[config.mk]
export PLATFORM = sky130hd
export DESIGN_NAME = version_store_ctrl_flat
export DESIGN_NICKNAME = d
export VERILOG_FILES = /design/src/rtl/version_store_ctrl_if.sv /design/src/rtl/version_store_ctrl.sv /design/src/flat_wrapper.sv
export SDC_FILE = /design/constraint.sdc
export NUM_CORES = 1
export LEC_CHECK = 0
export CORE_ASPECT_RATIO = 1.25
export CORE_UTILIZATION = 38
export CTS_CLUSTER_DIAMETER = 200
export CTS_CLUSTER_SIZE = 14
export DETAILED_ROUTE_END_ITERATION = 10
export HOLD_SLACK_MARGIN = 0.05
export REMOVE_ABC_BUFFERS = 1
export SLEW_MARGIN = 20
export SYNTH_ARGS = -nofsm -noshare
export SYNTH_HDL_FRONTEND = slang
export SYNTH_SLANG_ARGS = --single-unit
[constraint.sdc]
create_clock -name clk -period 8 [get_ports clk]
set_input_delay 0.8 -clock clk [delete_from_list [all_inputs] [get_ports clk]]
set_output_delay 0.8 -clock clk [all_outputs]
set_load 0.03 [all_outputs]
[src/rtl/version_store_ctrl_if.sv]
// Write, read-request and read-response channels of the versioned store.
// Each channel completes a transfer on the rising edge where valid && ready.
interface version_store_ctrl_if #(
    parameter int DATA_WIDTH    = 32,
    parameter int VERSION_WIDTH = 4
);
    logic                     wrValid;
    logic                     wrReady;
    logic [VERSION_WIDTH-1:0] wrVersion;
    logic [DATA_WIDTH-1:0]    wrData;
    logic                     rdValid;
    logic                     rdReady;
    logic [VERSION_WIDTH-1:0] rdVersion;
    logic                     respValid;
    logic                     respReady;
    logic                     respHit;
    logic [VERSION_WIDTH-1:0] respVersion;
    logic [DATA_WIDTH-1:0]    respData;

    modport master (
        output wrValid, wrVersion, wrData, rdValid, rdVersion, respReady,
        input  wrReady, rdReady, respValid, respHit, respVersion, respData
    );

    modport slave (
        input  wrValid, wrVersion, wrData, rdValid, rdVersion, respReady,
        output wrReady, rdReady, respValid, respHit, respVersion, respData
    );
endinterface

[src/rtl/version_store_ctrl.sv]
// Versioned slot bank: accepts versioned writes and answers "newest version
// strictly below X" reads with a one-slot-per-cycle scan over a frozen bank.
module version_store_ctrl #(
    parameter int DATA_WIDTH    = 32,
    parameter int VERSION_WIDTH = 4,
    parameter int VERSION_NUM   = 4
) (
    input  logic                               clk,
    input  logic                               rst,
    version_store_ctrl_if.slave                bus,
    output logic [$clog2(VERSION_NUM+1)-1:0]   o_count,
    output logic [1:0]                         o_state
);
    localparam int IW = $clog2(VERSION_NUM);
    localparam int CW = $clog2(VERSION_NUM + 1);

    typedef enum logic [1:0] {
        S_IDLE = 2'd0,
        S_SCAN = 2'd1,
        S_RESP = 2'd2
    } state_t;

    state_t r_state;
    state_t w_next_state;

    logic [VERSION_NUM-1:0]   r_valid;
    logic [VERSION_WIDTH-1:0] r_ver  [VERSION_NUM];
    logic [DATA_WIDTH-1:0]    r_data [VERSION_NUM];
    logic [CW-1:0]            r_count;

    logic [VERSION_WIDTH-1:0] r_limit;
    logic [IW-1:0]            r_idx;
    logic                     r_best_hit;
    logic [VERSION_WIDTH-1:0] r_best_ver;
    logic [IW-1:0]            r_best_idx;
    logic                     r_resp_hit;
    logic [VERSION_WIDTH-1:0] r_resp_ver;
    logic [DATA_WIDTH-1:0]    r_resp_data;

    logic                     w_wr_fire;
    logic                     w_rd_fire;
    logic                     w_scan_last;
    logic                     w_take;
    logic                     w_nb_hit;
    logic [VERSION_WIDTH-1:0] w_nb_ver;
    logic [IW-1:0]            w_nb_idx;
    logic                     w_match_found;
    logic [IW-1:0]            w_match_idx;
    logic                     w_free_found;
    logic [IW-1:0]            w_free_idx;
    logic [IW-1:0]            w_victim_idx;
    logic [VERSION_WIDTH-1:0] w_victim_ver;
    logic [IW-1:0]            w_wr_idx;
    logic                     w_wr_new;

    // Readies are forced low during reset so nothing is advertised mid-reset.
    assign bus.wrReady     = (r_state == S_IDLE) && !rst;
    assign bus.rdReady     = (r_state == S_IDLE) && !rst && !bus.wrValid;
    assign bus.respValid   = (r_state == S_RESP);
    assign bus.respHit     = r_resp_hit;
    assign bus.respVersion = r_resp_ver;
    assign bus.respData    = r_resp_data;
    assign o_count         = r_count;
    assign o_state         = r_state;

    assign w_wr_fire   = bus.wrValid && bus.wrReady;
    assign w_rd_fire   = bus.rdValid && bus.rdReady;
    assign w_scan_last = (r_idx == IW'(VERSION_NUM - 1));

    always_ff @(posedge clk or posedge rst) begin
        if (rst) r_state <= S_IDLE;
        else     r_state <= w_next_state;
    end

    always_comb begin
        w_next_state = r_state;
        case (r_state)
            S_IDLE:  if (w_rd_fire)     w_next_state = S_SCAN;
            S_SCAN:  if (w_scan_last)   w_next_state = S_RESP;
            S_RESP:  if (bus.respReady) w_next_state = S_IDLE;
            default:                    w_next_state = S_IDLE;
        endcase
    end

    // Victim search assumes a full bank; it is only used when no slot is free.
    always_comb begin
        w_match_found = 1'b0;
        w_match_idx   = '0;
        w_free_found  = 1'b0;
        w_free_idx    = '0;
        w_victim_idx  = '0;
        w_victim_ver  = r_ver[0];
        for (int i = 0; i < VERSION_NUM; i++) begin
            if (!w_match_found && r_valid[i] && (r_ver[i] == bus.wrVersion)) begin
                w_match_found = 1'b1;
                w_match_idx   = IW'(i);
            end
            if (!w_free_found && !r_valid[i]) begin
                w_free_found = 1'b1;
                w_free_idx   = IW'(i);
            end
            if (r_ver[i] < w_victim_ver) begin
                w_victim_ver = r_ver[i];
                w_victim_idx = IW'(i);
            end
        end
    end

    always_comb begin
        w_wr_new = !w_match_found && w_free_found;
        if (w_match_found)     w_wr_idx = w_match_idx;
        else if (w_free_found) w_wr_idx = w_free_idx;
        else                   w_wr_idx = w_victim_idx;
    end

    always_ff @(posedge clk or posedge rst) begin
        if (rst) begin
            r_valid <= '0;
            r_count <= '0;
            for (int i = 0; i < VERSION_NUM; i++) begin
                r_ver[i]  <= '0;
                r_data[i] <= '0;
            end
        end else if (w_wr_fire) begin
            r_valid[w_wr_idx] <= 1'b1;
            r_ver[w_wr_idx]   <= bus.wrVersion;
            r_data[w_wr_idx]  <= bus.wrData;
            if (w_wr_new) r_count <= r_count + CW'(1);
        end
    end

    // Best-so-far including the slot under the scan pointer this cycle.
    always_comb begin
        w_take   = r_valid[r_idx] && (r_ver[r_idx] < r_limit) &&
                   (!r_best_hit || (r_ver[r_idx] > r_best_ver));
        w_nb_hit = r_best_hit;
        w_nb_ver = r_best_ver;
        w_nb_idx = r_best_idx;
        if (w_take) begin
            w_nb_hit = 1'b1;
            w_nb_ver = r_ver[r_idx];
            w_nb_idx = r_idx;
        end
    end

    always_ff @(posedge clk or posedge rst) begin
        if (rst) begin
            r_limit     <= '0;
            r_idx       <= '0;
            r_best_hit  <= 1'b0;
            r_best_ver  <= '0;
            r_best_idx  <= '0;
            r_resp_hit  <= 1'b0;
            r_resp_ver  <= '0;
            r_resp_data <= '0;
        end else begin
            case (r_state)
                S_IDLE: begin
                    if (w_rd_fire) begin
                        r_limit    <= bus.rdVersion;
                        r_idx      <= '0;
                        r_best_hit <= 1'b0;
                        r_best_ver <= '0;
                        r_best_idx <= '0;
                    end
                end
                S_SCAN: begin
                    r_best_hit <= w_nb_hit;
                    r_best_ver <= w_nb_ver;
                    r_best_idx <= w_nb_idx;
                    r_idx      <= r_idx + IW'(1);
                    if (w_scan_last) begin
                        r_resp_hit  <= w_nb_hit;
                        r_resp_ver  <= w_nb_hit ? w_nb_ver : '0;
                        r_resp_data <= w_nb_hit ? r_data[w_nb_idx] : '0;
                    end
                end
                S_RESP: begin
                    if (bus.respReady) begin
                        r_resp_hit  <= 1'b0;
                        r_resp_ver  <= '0;
                        r_resp_data <= '0;
                    end
                end
                default: ;
            endcase
        end
    end
endmodule
[src/flat_wrapper.sv]
// flat-port wrapper written by rule: the top's interface ports become plain ports
module version_store_ctrl_flat 
#(
    parameter int DATA_WIDTH    = 32,
    parameter int VERSION_WIDTH = 4,
    parameter int VERSION_NUM   = 4
)
  (clk, rst, o_count, o_state, bus_wrValid, bus_wrVersion, bus_wrData, bus_rdValid, bus_rdVersion, bus_respReady, bus_wrReady, bus_rdReady, bus_respValid, bus_respHit, bus_respVersion, bus_respData);
  version_store_ctrl_if #(.DATA_WIDTH(DATA_WIDTH), .VERSION_WIDTH(VERSION_WIDTH)) bus_i ();
  input  logic clk;
  input  logic rst;
  output logic [$clog2(VERSION_NUM+1)-1:0] o_count;
  output logic [1:0] o_state;
  input wire logic [$bits(bus_i.wrValid)-1:0] bus_wrValid;
  input wire logic [$bits(bus_i.wrVersion)-1:0] bus_wrVersion;
  input wire logic [$bits(bus_i.wrData)-1:0] bus_wrData;
  input wire logic [$bits(bus_i.rdValid)-1:0] bus_rdValid;
  input wire logic [$bits(bus_i.rdVersion)-1:0] bus_rdVersion;
  input wire logic [$bits(bus_i.respReady)-1:0] bus_respReady;
  output wire logic [$bits(bus_i.wrReady)-1:0] bus_wrReady;
  output wire logic [$bits(bus_i.rdReady)-1:0] bus_rdReady;
  output wire logic [$bits(bus_i.respValid)-1:0] bus_respValid;
  output wire logic [$bits(bus_i.respHit)-1:0] bus_respHit;
  output wire logic [$bits(bus_i.respVersion)-1:0] bus_respVersion;
  output wire logic [$bits(bus_i.respData)-1:0] bus_respData;
  assign bus_i.wrValid = bus_wrValid;
  assign bus_i.wrVersion = bus_wrVersion;
  assign bus_i.wrData = bus_wrData;
  assign bus_i.rdValid = bus_rdValid;
  assign bus_i.rdVersion = bus_rdVersion;
  assign bus_i.respReady = bus_respReady;
  assign bus_wrReady = bus_i.wrReady;
  assign bus_rdReady = bus_i.rdReady;
  assign bus_respValid = bus_i.respValid;
  assign bus_respHit = bus_i.respHit;
  assign bus_respVersion = bus_i.respVersion;
  assign bus_respData = bus_i.respData;
  version_store_ctrl #(.DATA_WIDTH(DATA_WIDTH), .VERSION_WIDTH(VERSION_WIDTH), .VERSION_NUM(VERSION_NUM)) u_core (.clk(clk), .rst(rst), .bus(bus_i), .o_count(o_count), .o_state(o_state));
endmodule
==> qor.yml, run 1 <==
status: "completed"
dieArea_sq_mm: 0.0258
synth.avg_cell_area_sq_um: 13.3
ctsHoldBuffers: 0
synthCells: 717
core_sq_mm: 0.0246
cts_root_buf: "clkbuf_16"
cts_sinks: 203
worstPathRequired_ns: 8.37
crit_fanout: 26
routedWlPerCell_microns: 18.8
report.final.setup_viol: 0
drtIter0Drc: 270
start_util: 0.389
yosys.area.top_type: "dfrtp_1"
async_reset_ff_frac: 1.00
n_fill_cell: 2265
fmax_mhz: 177
grt_pass1_wl_microns: 34600
post-synth-top-count-cell: "dfrtp_1"
worst-slew-pin-transition_ns: 0.934
grt_usage: 0.170
cts.htree.levels: 1
cp-start-kind: "flop"
period_share: 0.706
crit_type: "reg -> reg"
skew_ns: 0.0210
synth_common_cells: "dfrtp_1 (203), mux2_2 (90), mux2i_1 (71)"
drive_gt1_frac: 0.205
diodes: 0
finalWirelength_microns: 21300
overflow: 0
finalSetupTns_ns: 0
globalplace.congestion: 0.821
worstSkewPairLatency_ns: 0.49
post_cts_resized: 0
synthFlopType: "dfrtp_1"
rsz0062_at_grt: "no"
final_net_count: 865
cts_tree: "built"
vias: 5923
fp.dieW_microns: 144
slew_headroom: 0.377
ys_types: 57
drt_first_pass_iters: 4
synth-seq-cells: 203
antenna_found_initial: 0
drc: 0
hold_viol_final: 0
finalMaxSlewViolations: 0
min_path_type: "reg -> reg"
die_h_microns: 179
clk_pin_slew_ns: 0.07
grt_max_degree: 138
cts_buffer_depth: 3
ios: 90
p_leak_nw: 5.11
final_util: 0.458
multi_input_area_sq_mm: 0.00423
synthToLayoutAreaGrowth_pct: 17.7
numCtsBuffers: 18
fin_crit_ns: 5.65
synthTopCellsByArea: "dfrtp_1 (53%), mux2_2 (11%), mux2i_1 (7.4%)"
vdd_drop_max_mv: 0.327
ff_latch_area_sq_mm: 0.00508
rows: 64
cts_setup_buffers: 0
port_buffers: 89
netlist.area_leader.share: 0.531
maxCapViolCount: 0
seq_area_frac_synth: 0.531
dp_hpwl_microns: 13300
synth_edf_count: 0
yosysWarnings: 0
grt_pass1_vias: 6246
power_density_mw_per_mm2: 487
vias_per_cell: 5.24
final_antenna_net_count: 0
syn_area_sq_mm: 0.00957
end_kind: "flop"
crit_arrival_ns: 6.02
-- per-stage QoR --
stage          instance area (sq um)  total power [mW]  setup WS, ns  hold WS, ns  instances
6_report                       11300              5.49          2.35        0.466       1130
5_1_grt                        11300              5.88          1.77        0.484       1130
4_1_cts                        11300              5.55          2.38        0.475       1130
3_5_place_dp                   10800              4.74          2.40        0.466       1110
3_3_place_gp                   10800              4.70          2.42        0.462       1110
2_1_floorplan                   9360              3.86         0.179        0.457        681
-- registers in the layout, indices dropped and copies added, names as in the netlist, 3 cells and up --
name and cells:
u_core.r_data 128, u_core.bus.respVersion 4, u_core.r_ver 16, u_core.r_limit 4, u_core.r_best_ver 4, u_core.o_count 3, u_core.bus.respData 32, u_core.r_valid 4
-- cell type report --
| cell class | instances | share of cell area |
|---|---|---|
| multi-input cells | 456 | 0.376 |
| repair buffers | 99 | 0.0857 |
| clock inverters | 1 | 0.000777 |
| well taps | 330 | 0.0366 |
| inverters | 22 | 0.00800 |
| flip-flops and latches | 203 | 0.451 |
| clock buffers | 19 | 0.0422 |
-- placed cells by master (no fill, tap or decap), types with 2 or more instances in the layout --
cell type,netlist,layout
mux2_1,36,36
o21ai_1,2,2
nand3_1,6,6
o21ai_0,16,16
inv_1,20,19
clkbuf_16,0,19
a22o_1,5,5
a21o_1,3,3
nand4_1,2,2
mux4_2,5,5
and2_1,3,3
xnor2_1,6,6
mux2i_1,71,70
ha_1,20,20
nor2b_1,7,7
nor3_1,3,3
nor2_1,11,11
xor2_1,9,9
or2_1,2,2
dfrtp_1,203,203
o221ai_1,32,32
clkdlybuf4s50_1,0,89
nor4_1,3,3
a21oi_1,15,14
nand2_1,54,54
buf_4,9,10
mux2_2,90,90
mux2_4,21,21
nand2b_1,5,5
inv_2,2,2
or2_2,2,2
a2111oi_0,3,3
-- worst paths after layout --
kind	endpoint	slack [ns]	from	cells after the start
min reg2reg	u_core.o_count[2]$_DFFE_PP0P_	0.47	u_core.o_count[2]$_DFFE_PP0P_	1
min	u_core.o_count[2]$_DFFE_PP0P_	0.47	u_core.o_count[2]$_DFFE_PP0P_	1
max reg2reg	u_core.r_data[7]$_DFFE_PP0P_	2.35	u_core.r_ver[9]$_DFFE_PP0P_	17
max	u_core.r_data[7]$_DFFE_PP0P_	2.35	u_core.r_ver[9]$_DFFE_PP0P_	17
max in group asynchronous	u_core.r_data[121]$_DFFE_PP0P_	5.54	rst	3
min in group asynchronous	u_core.o_state[1]$_DFFE_PP0P_	0.97	rst	2
-- per-layer routing --
metal / part of all wire / track usage / up-vias
met5: 0 / 0 / -
met3: 0.034 / 0.0250 / 32
met2: 0.48 / 0.279 / 92
li1: - / - / 2760
met4: 0.020 / 0.0447 / 0
met1: 0.46 / 0.234 / 3039
-- power by group --
part,internal (mW),switching [mW],leakage [nW],total [mW]
Combinational,1.38,1.46,2.37,2.84
Sequential,1.53,0.330,2.50,1.86
Clock,0.421,0.363,0.239,0.784
Total,3.34,2.15,5.11,5.49
-- cell families after synthesis --
family / after synthesis / synth area share
multiplexers: 223 / 0.267
flip-flops: 203 / 0.531
AND/OR/NAND/NOR: 104 / 0.0544
AO/OA/AOI/OAI: 94 / 0.0773
buffers and inverters: 58 / 0.0306
adder cells (fa/ha/maj): 20 / 0.0261
XOR/XNOR: 15 / 0.0137
-- critical path, cell delays in order (launching register included) --
cell and delay [ns]:
dfrtp_1 0.43, ha_1 0.35, a2111o_1 0.41, and2_1 0.19, a21oi_1 0.20, ha_1 0.26, a2111oi_0 0.49, a21boi_1 0.24
nand2_1 0.10, o21ai_0 0.08, ha_1 0.20, a2111oi_0 0.37, o21ai_1 0.17, o2111ai_2 0.24, o211ai_4 0.17, nor3_4 0.69
buf_4 0.53, mux2_2 0.39
No activity file was read; power rests on OpenSTA's default activity.
==> inputs of run 2 (changes only) <==
Clock period 8 ns to 5.7 ns, I/O delays scaled along.
==> run 2 against run 1 <==
Compared with the run above: design area up 0.58%; highest routed layer is now met5; die area unchanged; power up 41%; clock power up 39%; clock-buffer cell count unchanged; wire length down 1.6%.
==> qor.yml, run 2 (synthesized netlist as in run 1, its figures left out) <==
dp_hpwl_microns: 13000  # -2.2%
vias: 5941  # +0.30%
drive_gt1_frac: 0.207  # +0.00198
power_density_mw_per_mm2: 680  # +40%
cts_root_buf: "clkbuf_16"
holdWs_ns: 0.467  # +0.00138 ns
clk_pin_slew_ns: 0.07  # about the same
p_leak_nw: 5.14  # +0.54%
core_sq_mm: 0.0246  # unchanged
worstSkewPairLatency_ns: 0.49  # about the same
grt_max_degree: 108  # -22%
skew_ns: 0.0154  # -0.00561 ns
ios: 90  # unchanged
cp-startpoint: "u_core.r_ver[13]$_DFFE_PP0P_"
mostFrequentLayoutCells: "dfrtp_1 (203), mux2_2 (90), clkdlybuf4s50_1 (89)"
die_h_microns: 179  # unchanged
port_buffers: 89  # unchanged
endpoint: "u_core.r_data[91]$_DFFE_PP0P_"
n_fill_cell: 2259  # -0.26%
top_register: "u_core.r_data"
ff2ff_path_depth: 18  # +1
cts.htree.levels: 1  # unchanged
vdd_drop_max_mv: 0.446  # +36%
crit_type: "reg -> reg"
finalMaxSlewViolations: 0  # unchanged
status: "completed"
rrSetupSlack_ns: 0.64  # -1.71 ns
hold_viol_final: 0  # unchanged
cts_setup_buffers: 0  # unchanged
routedWlPerCell_microns: 18.5  # -1.8%
fin_crit_ns: 5.06  # -0.594 ns
post_cts_resized: 0  # unchanged
globalplace.congestion: 0.838  # +2.2%
p_total_mw: 7.71  # +41%
worstPathRequired_ns: 6.07  # -2.30 ns
placed_area_sq_mm: 0.0108  # +0.60%
grt_usage: 0.171  # +0.000730
worst-slew-pin-transition_ns: 0.745  # -0.189 ns
start_util: 0.389  # unchanged
cts_sinks: 203  # unchanged
design_area_sq_mm: 0.0113  # +0.58%
period_share: 0.887  # +0.181
rows: 64  # unchanged
grt_pass1_wl_microns: 34600  # about the same
maxCapViolCount: 0  # unchanged
rr_endpoint: "u_core.r_data[91]$_DFFE_PP0P_"
diodes: 0  # unchanged
antenna_found_initial: 1  # +1
reg2reg_from: "u_core.r_ver[13]$_DFFE_PP0P_"
fmax_mhz: 198  # +12%
rsz0062_at_grt: "no"
report.final.setup_viol: 0  # unchanged
min_path_type: "reg -> reg"
drtIter0Drc: 297  # +10%
drc: 0  # unchanged
dieArea_sq_mm: 0.0258  # unchanged
largest_reg_flops: 128  # unchanged
cts_tree: "built"
drt_first_pass_iters: 4  # unchanged
finalWirelength_microns: 20900  # -1.6%
overflow: 0  # unchanged
grt_pass1_vias: 6276  # +0.48%
layout_commonest_cell: "dfrtp_1"
slew_headroom: 0.503  # +0.126
final_net_count: 867  # +0.23%
ctsHoldBuffers: 0  # unchanged
vias_per_cell: 5.25  # +0.13%
numCtsBuffers: 18  # unchanged
final_antenna_net_count: 0  # unchanged
cp-start-kind: "flop"
cts_buffer_depth: 3  # unchanged
crit_fanout: 13  # -50%
dp.cells: 1112  # +0.18%
synthToLayoutAreaGrowth_pct: 18.4
fp.dieW_microns: 144  # unchanged
end_kind: "flop"
fin_cells: 1132  # +0.18%
crit_arrival_ns: 5.43  # -0.59 ns
==> run 2: cell count changes in the layout (fill, tap and decap cells not counted) <==
cell	delta
buf_12	+4
buf_4	-2
==> run 2: worst min-delay path by stage <==
stage | start | end | slack [ns] | cells past startpoint
5_1_grt | u_core.r_data[20]$_DFFE_PP0P_ | u_core.r_data[20]$_DFFE_PP0P_ | 0.49 | 1
4_1_cts | u_core.o_count[2]$_DFFE_PP0P_ | u_core.o_count[2]$_DFFE_PP0P_ | 0.48 | 1
6_report | u_core.o_count[2]$_DFFE_PP0P_ | u_core.o_count[2]$_DFFE_PP0P_ | 0.47 | 1
3_3_place_gp | u_core.o_count[2]$_DFFE_PP0P_ | u_core.o_count[2]$_DFFE_PP0P_ | 0.46 | 1
2_1_floorplan | u_core.r_data[0]$_DFFE_PP0P_ | u_core.r_data[0]$_DFFE_PP0P_ | 0.46 | 1
3_5_place_dp | u_core.o_count[2]$_DFFE_PP0P_ | u_core.o_count[2]$_DFFE_PP0P_ | 0.47 | 1
==> run 2: area by class of cell <==
cell class	count	area, sq um	area share
Tap cell	330	413	0.0364
Clock inverter	1	8.76	0.000773
Inverter	22	90.1	0.00795
Timing Repair Buffer	101	1030	0.0910
Clock buffer	19	475	0.0420
Sequential cell	203	5080	0.448
Multi-Input combinational cell	456	4230	0.374
==> run 2: worst max-delay path, stage by stage (launching register included) <==
cell and delay [ns]:
dfrtp_1 0.42, inv_1 0.06, ha_1 0.30, a2111o_1 0.38, and2_1 0.18, a21oi_1 0.23, ha_1 0.28, a2111oi_0 0.47
a21boi_1 0.23, nand2_1 0.10, o21ai_0 0.09, ha_1 0.21, a2111oi_0 0.42, o21ai_1 0.17, o2111ai_2 0.24, o211ai_4 0.17
a311oi_4 0.30, buf_4 0.32, mux2_2 0.36
==> run 2: report_power, final <==
part / switching, mW / total [mW] / internal (mW)
sequential: 0.457 / 2.61 / 2.15
combinational: 2.04 / 4.01 / 1.97
clock: 0.498 / 1.09 / 0.591
==> run 2: routing by layer <==
metal,vias up,GRT usage,share of wire
met4,2,0.0362,0.014
met1,3039,0.229,0.46
li1,2771,-,-
met2,104,0.290,0.48
met3,25,0.0253,0.041
met5,-,0,0.00062
==> run 2: through the flow <==
stage | setup slack, ns | utilization | TNS (ns)
CTS | 0.642 | 0.461 | 0
global placement | 0.734 | 0.441 | 0
floorplan | -2.12 | - | -152.82
global route | 0.0542 | 0.461 | 0
finish | 0.644 | 0.461 | 0
detailed placement | 0.698 | 0.441 | 0
